[src/rtl/branch_history_table.sv]
// branch_history_table: 2-bit saturating-counter branch predictor with
// a zero-latency combinational lookup for the fetch PC, training from the
// resolved branch in ID/EX, and saturating branch/mispredict counters.
//
// Optional build macro: BHT_GSHARE_EN
//   undefined -> bimodal indexing, idx = pc[IDX_BITS+1:2]
//   defined   -> gshare indexing, idx ^ global history; adds pred_ghr/upd_ghr
module branch_history_table #(
    parameter int unsigned IDX_BITS   = 6,
    parameter logic [1:0]  INIT_STATE = 2'b01,
    parameter int unsigned CNT_BITS   = 16,
    parameter int unsigned GHR_BITS   = 6
) (
    input  logic                clk,
    input  logic                reset,
    input  logic [31:0]         pc_if,
    output logic [1:0]          state,
    input  logic                stall,
    input  logic                upd_valid,
    input  logic [31:0]         upd_pc,
    input  logic                outcome,
`ifdef BHT_GSHARE_EN
    output logic [GHR_BITS-1:0] pred_ghr,
    input  logic [GHR_BITS-1:0] upd_ghr,
`endif
    output logic                mispredict,
    output logic [CNT_BITS-1:0] br_count,
    output logic [CNT_BITS-1:0] mispred_count
);

    localparam int unsigned ENTRIES = 1 << IDX_BITS;

    logic [1:0]          bht [ENTRIES];
    logic [IDX_BITS-1:0] rd_idx;
    logic [IDX_BITS-1:0] upd_idx;
    logic                accept;
    logic [1:0]          ctr_cur;
    logic [1:0]          ctr_next;

    // PC bits outside the index field carry no prediction information.
    logic unused_pc_bits;
    assign unused_pc_bits = ^{pc_if[31:IDX_BITS+2], pc_if[1:0],
                              upd_pc[31:IDX_BITS+2], upd_pc[1:0]};

`ifdef BHT_GSHARE_EN
    logic [GHR_BITS-1:0] ghr;

    // History is folded into the low index bits; the update side uses the
    // snapshot taken at prediction time so training hits the same entry.
    assign rd_idx   = pc_if[IDX_BITS+1:2]  ^ IDX_BITS'(ghr);
    assign upd_idx  = upd_pc[IDX_BITS+1:2] ^ IDX_BITS'(upd_ghr);
    assign pred_ghr = ghr;

    // Global history shifts in every accepted branch outcome.
    always_ff @(posedge clk or negedge reset) begin
        if (!reset) begin
            ghr <= '0;
        end else if (accept) begin
            ghr <= {ghr[GHR_BITS-2:0], outcome};
        end
    end
`else
    logic [GHR_BITS-1:0] unused_ghr_width;
    assign unused_ghr_width = '0;

    assign rd_idx  = pc_if[IDX_BITS+1:2];
    assign upd_idx = upd_pc[IDX_BITS+1:2];
`endif

    assign accept = upd_valid & ~stall;

    // Lookup is purely combinational; an update in the same cycle only
    // becomes visible after the clock edge (no bypass).
    assign state   = bht[rd_idx];
    assign ctr_cur = bht[upd_idx];

    // Saturating increment/decrement of the counter being trained.
    always_comb begin
        ctr_next = ctr_cur;
        if (outcome) begin
            if (ctr_cur != 2'b11) ctr_next = ctr_cur + 2'd1;
        end else begin
            if (ctr_cur != 2'b00) ctr_next = ctr_cur - 2'd1;
        end
    end

    assign mispredict = accept & (ctr_cur[1] != outcome);

    // Counter table: whole table returns to INIT_STATE on reset.
    always_ff @(posedge clk or negedge reset) begin
        if (!reset) begin
            for (int i = 0; i < ENTRIES; i++) begin
                bht[i] <= INIT_STATE;
            end
        end else if (accept) begin
            bht[upd_idx] <= ctr_next;
        end
    end

    // Perf counters stick at all-ones rather than wrapping.
    always_ff @(posedge clk or negedge reset) begin
        if (!reset) begin
            br_count      <= '0;
            mispred_count <= '0;
        end else begin
            if (accept && (br_count != '1)) begin
                br_count <= br_count + CNT_BITS'(1);
            end
            if (mispredict && (mispred_count != '1)) begin
                mispred_count <= mispred_count + CNT_BITS'(1);
            end
        end
    end

endmodule

[config.mk]
export PLATFORM = sky130hd
export DESIGN_NAME = branch_history_table
export DESIGN_NICKNAME = d
export VERILOG_FILES = /design/src/rtl/branch_history_table.sv
export SDC_FILE = /design/constraint.sdc
export NUM_CORES = 1
export LEC_CHECK = 0
export ABC_CLOCK_PERIOD_IN_PS = 8000
export CORE_AREA = 10 10 140 142
export CTS_BUF_LIST = sky130_fd_sc_hd__clkbuf_8
export CTS_CLUSTER_DIAMETER = 120
export CTS_CLUSTER_SIZE = 25
export DETAILED_ROUTE_END_ITERATION = 16
export DIE_AREA = 0 0 150 152
export DONT_BUFFER_PORTS = 1
export PLACE_DENSITY = 0.72
export SETUP_SLACK_MARGIN = 0.5
export SLEW_MARGIN = 5
export SYNTH_ARGS = -nofsm -noshare
export SYNTH_HDL_FRONTEND = slang
export SYNTH_SLANG_ARGS = --single-unit
export TNS_END_PERCENT = 1
[constraint.sdc]
create_clock -name clk -period 8 [get_ports clk]
set_clock_uncertainty 0.1 [all_clocks]
set_input_delay 2.4 -clock clk [delete_from_list [all_inputs] [get_ports clk]]
set_output_delay 2.4 -clock clk [all_outputs]
set_load 0.005 [all_outputs]
=== Word level (Yosys, flattened, before mapping) ===
Cells that the tools add are included.

* Flip-flop bits (word level): 160
* Input bits: 69
* Word-level logic and storage cells: 98
* RAM bits: 0
* Latch bits: 0
* Bits in read-only memories: 0
* Output and inout bits: 35
* Memories: 0

* Equality and inequality tests: 4
* Shift-type cells: 0
* Bitwise operators: 5
* Reduce and logical (&&, ||, !) cells: 4
* Add/sub/neg operators: 4
* $lt $le $gt $ge: 3
* Mux-type cells: 12
* Div/mod/pow operators: 0
* $mul: 0

{| class="wikitable"
|+ Operators by type and width
! operator !! number
|-
| 128-bit bitwise mux || 1
|-
| 16-bit by 1-bit adder with 16-bit output, second input constant || 2
|-
| 16-bit != test, second input constant || 2
|-
| 2-bit binary-select mux with 6-bit select || 2
|-
| 2-bit two-way mux || 8
|-
| 7-bit greater-or-equal comparator, second input constant || 2
|-
| 6-bit inverter with 7-bit output || 2
|-
| 2-bit demux with 6-bit select || 1
|-
| 7-bit by 1-bit less-than comparator with 1-bit output, second input constant || 1
|-
| 1-bit logical AND || 3
|-
| 2-bit by 1-bit adder with 2-bit output, second input constant || 1
|-
| 1-bit bitwise AND || 2
|-
| 2-bit != test, second input constant || 1
|-
| 2-bit nonzero test || 1
|-
| 2-bit by 1-bit subtractor with 2-bit output, second input constant || 1
|-
| 1-bit != test || 1
|-
| 1-bit inverter || 1
|}

=== Depth between registers and ports, before layout ===
Gate-level depths: netlist (run 1).

* Word-level depth: 8
* Gate-level depth with buffers: 14
* Depth with buffers taken out: 9

=== Worst setup path before layout (run 1) ===
OpenSTA, ideal clock, no wires.

* Path kind: input to output
* Start: input pc_if[2]
* End: output state[1]
* Path slack: 0.853 ns
* Data required time: 5.500 ns
* Path buffers: 2
* Stages on the path: 5
* Arrival time: 4.647 ns
* Cell sequence: clkbuf_1 buf_1 mux4_2 mux4_2 mux4_2

* Cells in the longest elaborated chain, start to end: 4

{| class="wikitable"
|+ Ends and longest elaborated chain
! what !! line !! RTL
|-
| start, declared || 16 || <nowiki>input logic [31:0] pc_if,</nowiki>
|-
| 6-bit inverter with 7-bit output (implied by the code) || 74 || <nowiki>assign state = bht[rd_idx];</nowiki>
|-
| 2-bit binary-select mux with 6-bit select || 74 ||
|-
| 2-bit two-way mux (implied by the code) (2 in a row) || 74 ||
|-
| end, declared || 17 || <nowiki>output logic [1:0] state,</nowiki>
|}

Every way passes these cells. The select of a mux whose other input is x is not followed.

=== Worst setup path in the final report (run 1) ===
* Start: input upd_pc[2]
* End: output mispredict

* Cells in the longest elaborated chain, start to end: 6

{| class="wikitable"
|+ Ends and longest elaborated chain
! what !! line !! RTL
|-
| start, declared || 20 || <nowiki>input logic [31:0] upd_pc,</nowiki>
|-
| 6-bit inverter with 7-bit output (implied by the code) || 75 || <nowiki>assign ctr_cur = bht[upd_idx];</nowiki>
|-
| 2-bit binary-select mux with 6-bit select || 75 ||
|-
| 2-bit two-way mux (implied by the code) (2 in a row) || 75 ||
|-
| 1-bit != test || 87 || <nowiki>assign mispredict = accept & (ctr_cur[1] != outcome);</nowiki>
|-
| 1-bit bitwise AND || 87 ||
|-
| end, declared || 26 || <nowiki>output logic mispredict,</nowiki>
|}

Every way passes these cells. The select of a mux whose other input is x is not followed.

==> impl_metrics.json, run 1 <==
{
  "clock_tree.htree_level_count": 4,
  "clock_tree.root_cell": "clkbuf_8",
  "fill_cells": 1524,
  "layout-drive-gt1-share_pct": 20.6,
  "ir_worst_vdd_uv": 146,
  "postLayoutSetupSlackWorst_ns": 1.07,
  "grt_setup_unrepaired": "no",
  "synth.yosys.seq_area_share_pct": 47.0,
  "synth-warning-count": 0,
  "synthesis_to_layout_area_growth_pct": 5.49,
  "drtIter0Drc": 690,
  "placement.setup.worst_slack_ns": 1.13,
  "highest_count_cells_in_the_layout_ignoring_fill_and_taps": "178 x nand2_1, 112 x o21ai_0, 96 x dfrtp_1",
  "power.leakage_nw": 3.54,
  "floorplan.die.height_um": 152,
  "core_area_um2": 16900,
  "timing.critical_path.from_type": "input pin",
  "clock-sinks": 160,
  "grt_max_degree": 161,
  "avgRoutedWirePerCell_um": 21.7,
  "achievable-frequency_mhz": 144,
  "syn_inst": 840,
  "share_of_synthesized_flip_flops_with_an_asynchronous_set_or_reset_pct": 100,
  "num_vias": 6519,
  "holdCritPathClass": "flip-flop to flip-flop",
  "yosysUniqueCellTypes": 53,
  "worst_slew_margin_rel_pct": 28.9,
  "cts_resized": 0,
  "crit_type": "input pin to output pin",
  "grt_pass1_wl_um": 36900,
  "layout.cells.most_common": "nand2_1",
  "synthesis.area_per_instance_um2": 10.3,
  "edff_count_synth": 0,
  "route.antenna.remaining_nets": 0,
  "timing.critical_path.to_type": "output pin",
  "maxSlewViolCount": 0,
  "placedInstanceArea_um2": 8780,
  "synthFlopType": "dfrtp_1",
  "drtPass1Iterations": 6,
  "core.rowCount": 48,
  "area_leader_netlist": "dfrtp_1",
  "stdcell_area_um2": 9160,
  "finish.net_count": 883,
  "tightest_slew_ns": 1.06,
  "finalWeightedCongestion": 0.847,
  "yosys_register_bits": 160,
  "clkTransAtPathRegs_ns": 0.08,
  "floorplan.die.width_um": 150,
  "finalWorstPathRequiredPeriod_ns": 6.93,
  "viasPerCell": 6.21,
  "post-route-drc-count": 0,
  "cp_max_fo": 43,
  "ctsHoldBuffers": 0,
  "via_count_of_the_first_global_routing_pass": 6544,
  "synth_fp_nets": 911,
  "tritoncts": "built",
  "worst_ep_arrival_time_ns": 4.43,
  "clk_path_buf_depth": 2,
  "antenna_cells": 0,
  "floorplan.die_area_um2": 22800,
  "status": "complete, no violations",
  "clkLatencyLatePin_ns": 0.48,
  "detailedPlacementHpwl_um": 15100,
  "routed_wirelength_um": 22800,
  "grt_overflow_total": 0,
  "pin_count": 104,
  "cts_inserted_buffers": 17,
  "cp_data_required_time_ns": 5.50,
  "initial_standard_cell_utilization_of_the_core_pct": 51.3,
  "final-hold-violation-count": 0,
  "final.setup.tns_ns": 0,
  "portBuffers": 0,
  "post-cts-setup-buffer-count": 0,
  "track_usage_pct": 20.5,
  "syn-cell-area_um2": 8690,
  "layout_worst_path_cycle_share_pct": 86.6,
  "yosys.area.top_type_share_pct": 27.7,
  "finalSetupViolCount": 0,
  "power.density_nw_per_um2": 199,
  "post_synth_main_area_contributors": "dfrtp_1 28%, dfstp_2 19%, mux4_2 15%, nand2_1 7.7%, o21ai_0 6.5%",
  "antenna_found_initial": 1,
  "max_cap_violations": 0
}
-- sequential cells by signal, summed over array words and instances (netlist names) --
| register | flops |
|---|---|
| mispred_count | 16 |
| br_count | 16 |
| bht | 128 |
-- worst max-delay path, cell delays in order --
cell and delay [ns]:
nor2b_1 0.15, buf_4 0.17, a22oi_1 0.26, o221ai_1 0.18
a2111oi_0 0.44, and3_1 0.38, xnor2_1 0.21, and2_1 0.21
-- per-layer routing --
layer / GRT usage, % / up-vias / wire length, um
met5: 0 / - / 13
met4: 7.08 / 2 / 476
met3: 7.10 / 43 / 2480
met2: 30.4 / 315 / 10500
met1: 27.4 / 3187 / 9280
li1: - / 2972 / -
-- final cells by class --
cell class	instances	area [um2]	area share (%)
clock buffers	22	303	3.30
clock inverters	10	85.1	0.928
inverters	7	26.3	0.287
multi-input cells	615	4300	46.9
flip-flops and latches	160	4080	44.6
well taps	225	282	3.07
repair buffers	11	82.6	0.901
-- synth_stat cells, drive strengths merged, types with 3 or more instances --
cell    count
o31ai       8
a22oi      12
nor2       37
xor2        4
dfstp      64
a21oi      21
xnor2      27
a221oi      3
nor3b       4
nor2b       4
nand3b      8
and2        8
nand3      23
o22ai       5
dfrtp      96
inv         7
and3       21
a31oi       9
o21ai     118
mux2i      15
nand2b      7
mux4       56
clkbuf     27
nand2     178
nand4       7
buf        31
nor3        9
and3b       5
-- kinds of logic after synthesis --
family                     count (synthesis)  synth area share, %
muxes                                     73                 16.5
and+or+nand+nor                          316                 16.6
adders and majority gates                  2                0.288
DFF                                      160                 47.0
xor gates and xnor gates                  31                 3.13
AOI/OAI and AO/OA                        193                 12.8
buffers and inverters                     65                 3.62
-- power by group --
group          leakage [nW]  switching, mW  internal, mW
Clock                 0.198          0.300         0.284
Combinational          1.39          0.117         0.123
Sequential             1.96         0.0842         0.916
Total                  3.54          0.501          1.32
-- per-stage QoR --
stage	power (mW)	util, %	cells	hold slack, ns
finish	1.82	54.1	1050	0.390
global route	1.91	54.1	1050	0.408
CTS	1.84	54.1	1050	0.390
detailed placement	1.25	51.8	1018	0.378
global placement	1.24	51.8	1018	0.370
floorplan	1.20	-	840	0.358
-- final timing paths --
check,depth (start not counted),start,slack (ns),endpoint
max in group asynchronous,0,reset,5.99,bht[86]
worst min register to register,2,bht[104],0.39,bht[104]
worst max register to register,9,bht[119],4.37,bht[118]
worst min-delay path,2,bht[104],0.39,bht[104]
min in group asynchronous,0,reset,1.53,bht[119]
worst max-delay path,8,upd_pc[2],1.07,mispredict
Power figures use the tool's default switching activity.
==> run 2, diff against run 1 <==
ABC_CLOCK_PERIOD_IN_PS = 6600   (was 8000)
SLEW_MARGIN = unset   (was 5)
clock period = 6.6 ns   (was 8 ns; I/O delays follow)
==> impl_metrics.json, run 2 (synthesized netlist as in run 1, its figures left out) <==
{
  "drtPass1Iterations": 5,
  "grt_pass1_wl_um": 36400,
  "cpPeakStageDelay_ns": 0.40,
  "layout-drive-gt1-share_pct": 20.8,
  "stdcell_area_um2": 9200,
  "via_count_of_the_first_global_routing_pass": 6474,
  "clkTransAtPathRegs_ns": 0.09,
  "route.antenna.remaining_nets": 0,
  "num_vias": 6520,
  "clock_tree.root_cell": "clkbuf_8",
  "placed_cells_incl_taps": 1020,
  "placement.setup.worst_slack_ns": 0.524,
  "drtIter0Drc": 671,
  "crit_path_cell_trace": "nor2b_1, buf_4, a22oi_1, o221ai_1, a2111oi_1, and3_2, xnor2_1, and2_1",
  "cts_inserted_buffers": 17,
  "avgRoutedWirePerCell_um": 21.4,
  "post-route-drc-count": 0,
  "core_area_um2": 16900,
  "cp_data_required_time_ns": 4.52,
  "antenna_found_initial": 0,
  "postLayoutSetupSlackWorst_ns": 0.597,
  "floorplan.die_area_um2": 22800,
  "layout.cells.most_common": "nand2_1",
  "finalWeightedCongestion": 0.893,
  "highest_count_cells_in_the_layout_ignoring_fill_and_taps": "178 x nand2_1, 112 x o21ai_0, 96 x dfrtp_1",
  "synthesis_to_layout_area_growth_pct": 5.85,
  "timing.critical_path.to_type": "output pin",
  "finish.net_count": 885,
  "max_cap_violations": 0,
  "ir_worst_vdd_uv": 140,
  "grt_overflow_total": 0,
  "detailedPlacementHpwl_um": 14900,
  "pin_count": 104,
  "clock_tree.htree_level_count": 4,
  "initial_standard_cell_utilization_of_the_core_pct": 51.3,
  "regMostFlops": "bht",
  "floorplan.die.width_um": 150,
  "floorplan.die.height_um": 152,
  "postLayoutCoreUtil_pct": 54.3,
  "cpMaxStageDelayCell": "a2111oi_1",
  "grt_max_degree": 161,
  "registers_with_the_most_flip_flops": "bht x128, br_count x16, mispred_count x16",
  "holdCritPathClass": "flip-flop to flip-flop",
  "finalWorstPathRequiredPeriod_ns": 6.00,
  "layout_worst_path_cycle_share_pct": 91.0,
  "antenna_cells": 0,
  "placedInstanceArea_um2": 8800,
  "achievable-frequency_mhz": 167,
  "tritoncts": "built",
  "tightest_slew_ns": 1.18,
  "layout.cells.non_filler": 1052,
  "largest_reg_flops": 128,
  "clkLatencyLatePin_ns": 0.47,
  "status": "complete, no violations",
  "timing.critical_path.from_type": "input pin",
  "worst_ep_arrival_time_ns": 3.92,
  "ctsHoldBuffers": 0,
  "final-hold-violation-count": 0,
  "clock-sinks": 160,
  "power.density_nw_per_um2": 243,
  "core.rowCount": 48,
  "power.leakage_nw": 3.56,
  "track_usage_pct": 20.2,
  "viasPerCell": 6.20,
  "maxSlewViolCount": 0,
  "clk_path_buf_depth": 2,
  "post-cts-setup-buffer-count": 0,
  "grt_setup_unrepaired": "no",
  "portBuffers": 0,
  "cp_max_fo": 43,
  "worst_slew_margin_rel_pct": 21.0,
  "finalSetupViolCount": 0,
  "final.setup.tns_ns": 0,
  "crit_type": "input pin to output pin",
  "routed_wirelength_um": 22600
}
## run 2: where the power goes
group | switching (mW) | internal (mW)
Clock | 0.382 | 0.345
Sequential | 0.101 | 1.11
Combinational | 0.142 | 0.153
## run 2: per-stage QoR
step                      hold slack, ns  total power, mW
after CTS                          0.389             2.25
final                              0.387             2.23
after detailed placement           0.377             1.52
after global routing               0.403             2.34
after global placement             0.369             1.51
after floorplan                    0.358             1.45
## run 2: cell type report
type                       count  area [um2]
fill                        1503        7740
multi-input combinational    615        4300
sequential                   160        4080
tap                          225         282
clock buffer                  18         248
clock inverter                14         141
timing repair buffer          13         110
inverter                       7        26.3
## run 2: worst paths after layout
| check | from | endpoint | slack [ns] | depth (start not counted) |
|---|---|---|---|---|
| worst min register to register | bht[122] | bht[122] | 0.39 | 2 |
| min in group asynchronous | reset | bht[119] | 1.10 | 0 |
| worst max register to register | bht[115] | bht[118] | 3.29 | 9 |
| worst min-delay path | bht[122] | bht[122] | 0.39 | 2 |
| max in group asynchronous | reset | bht[90] | 4.99 | 0 |
| worst max-delay path | upd_pc[2] | mispredict | 0.60 | 8 |
## run 2: repair_timing
item,in CTS,in global routing
setup endpoints to repair,1,1
endpoints found under the hold margin,0,0
gates cloned,0,0
gates resized for setup,1,1
pin swaps,0,1
## run 2: worst max-delay path, delay by kind of cell
family | cells | cell delay [ns]
AO/OA/AOI/OAI | 3 | 0.88
AND/OR/NAND/NOR | 3 | 0.69
XOR/XNOR | 1 | 0.18
buffers and inverters | 1 | 0.17
## run 2: routing by layer
layer | part of all wire [%] | GRT usage (%) | routed length (um) | vias up
li1 | - | - | - | 2981
met1 | 42 | 28.0 | 9390 | 3153
met2 | 45 | 29.1 | 10100 | 337
met3 | 11 | 7.28 | 2560 | 49
met4 | 2.2 | 5.88 | 500 | 0
met5 | 0 | 0 | 0 | -
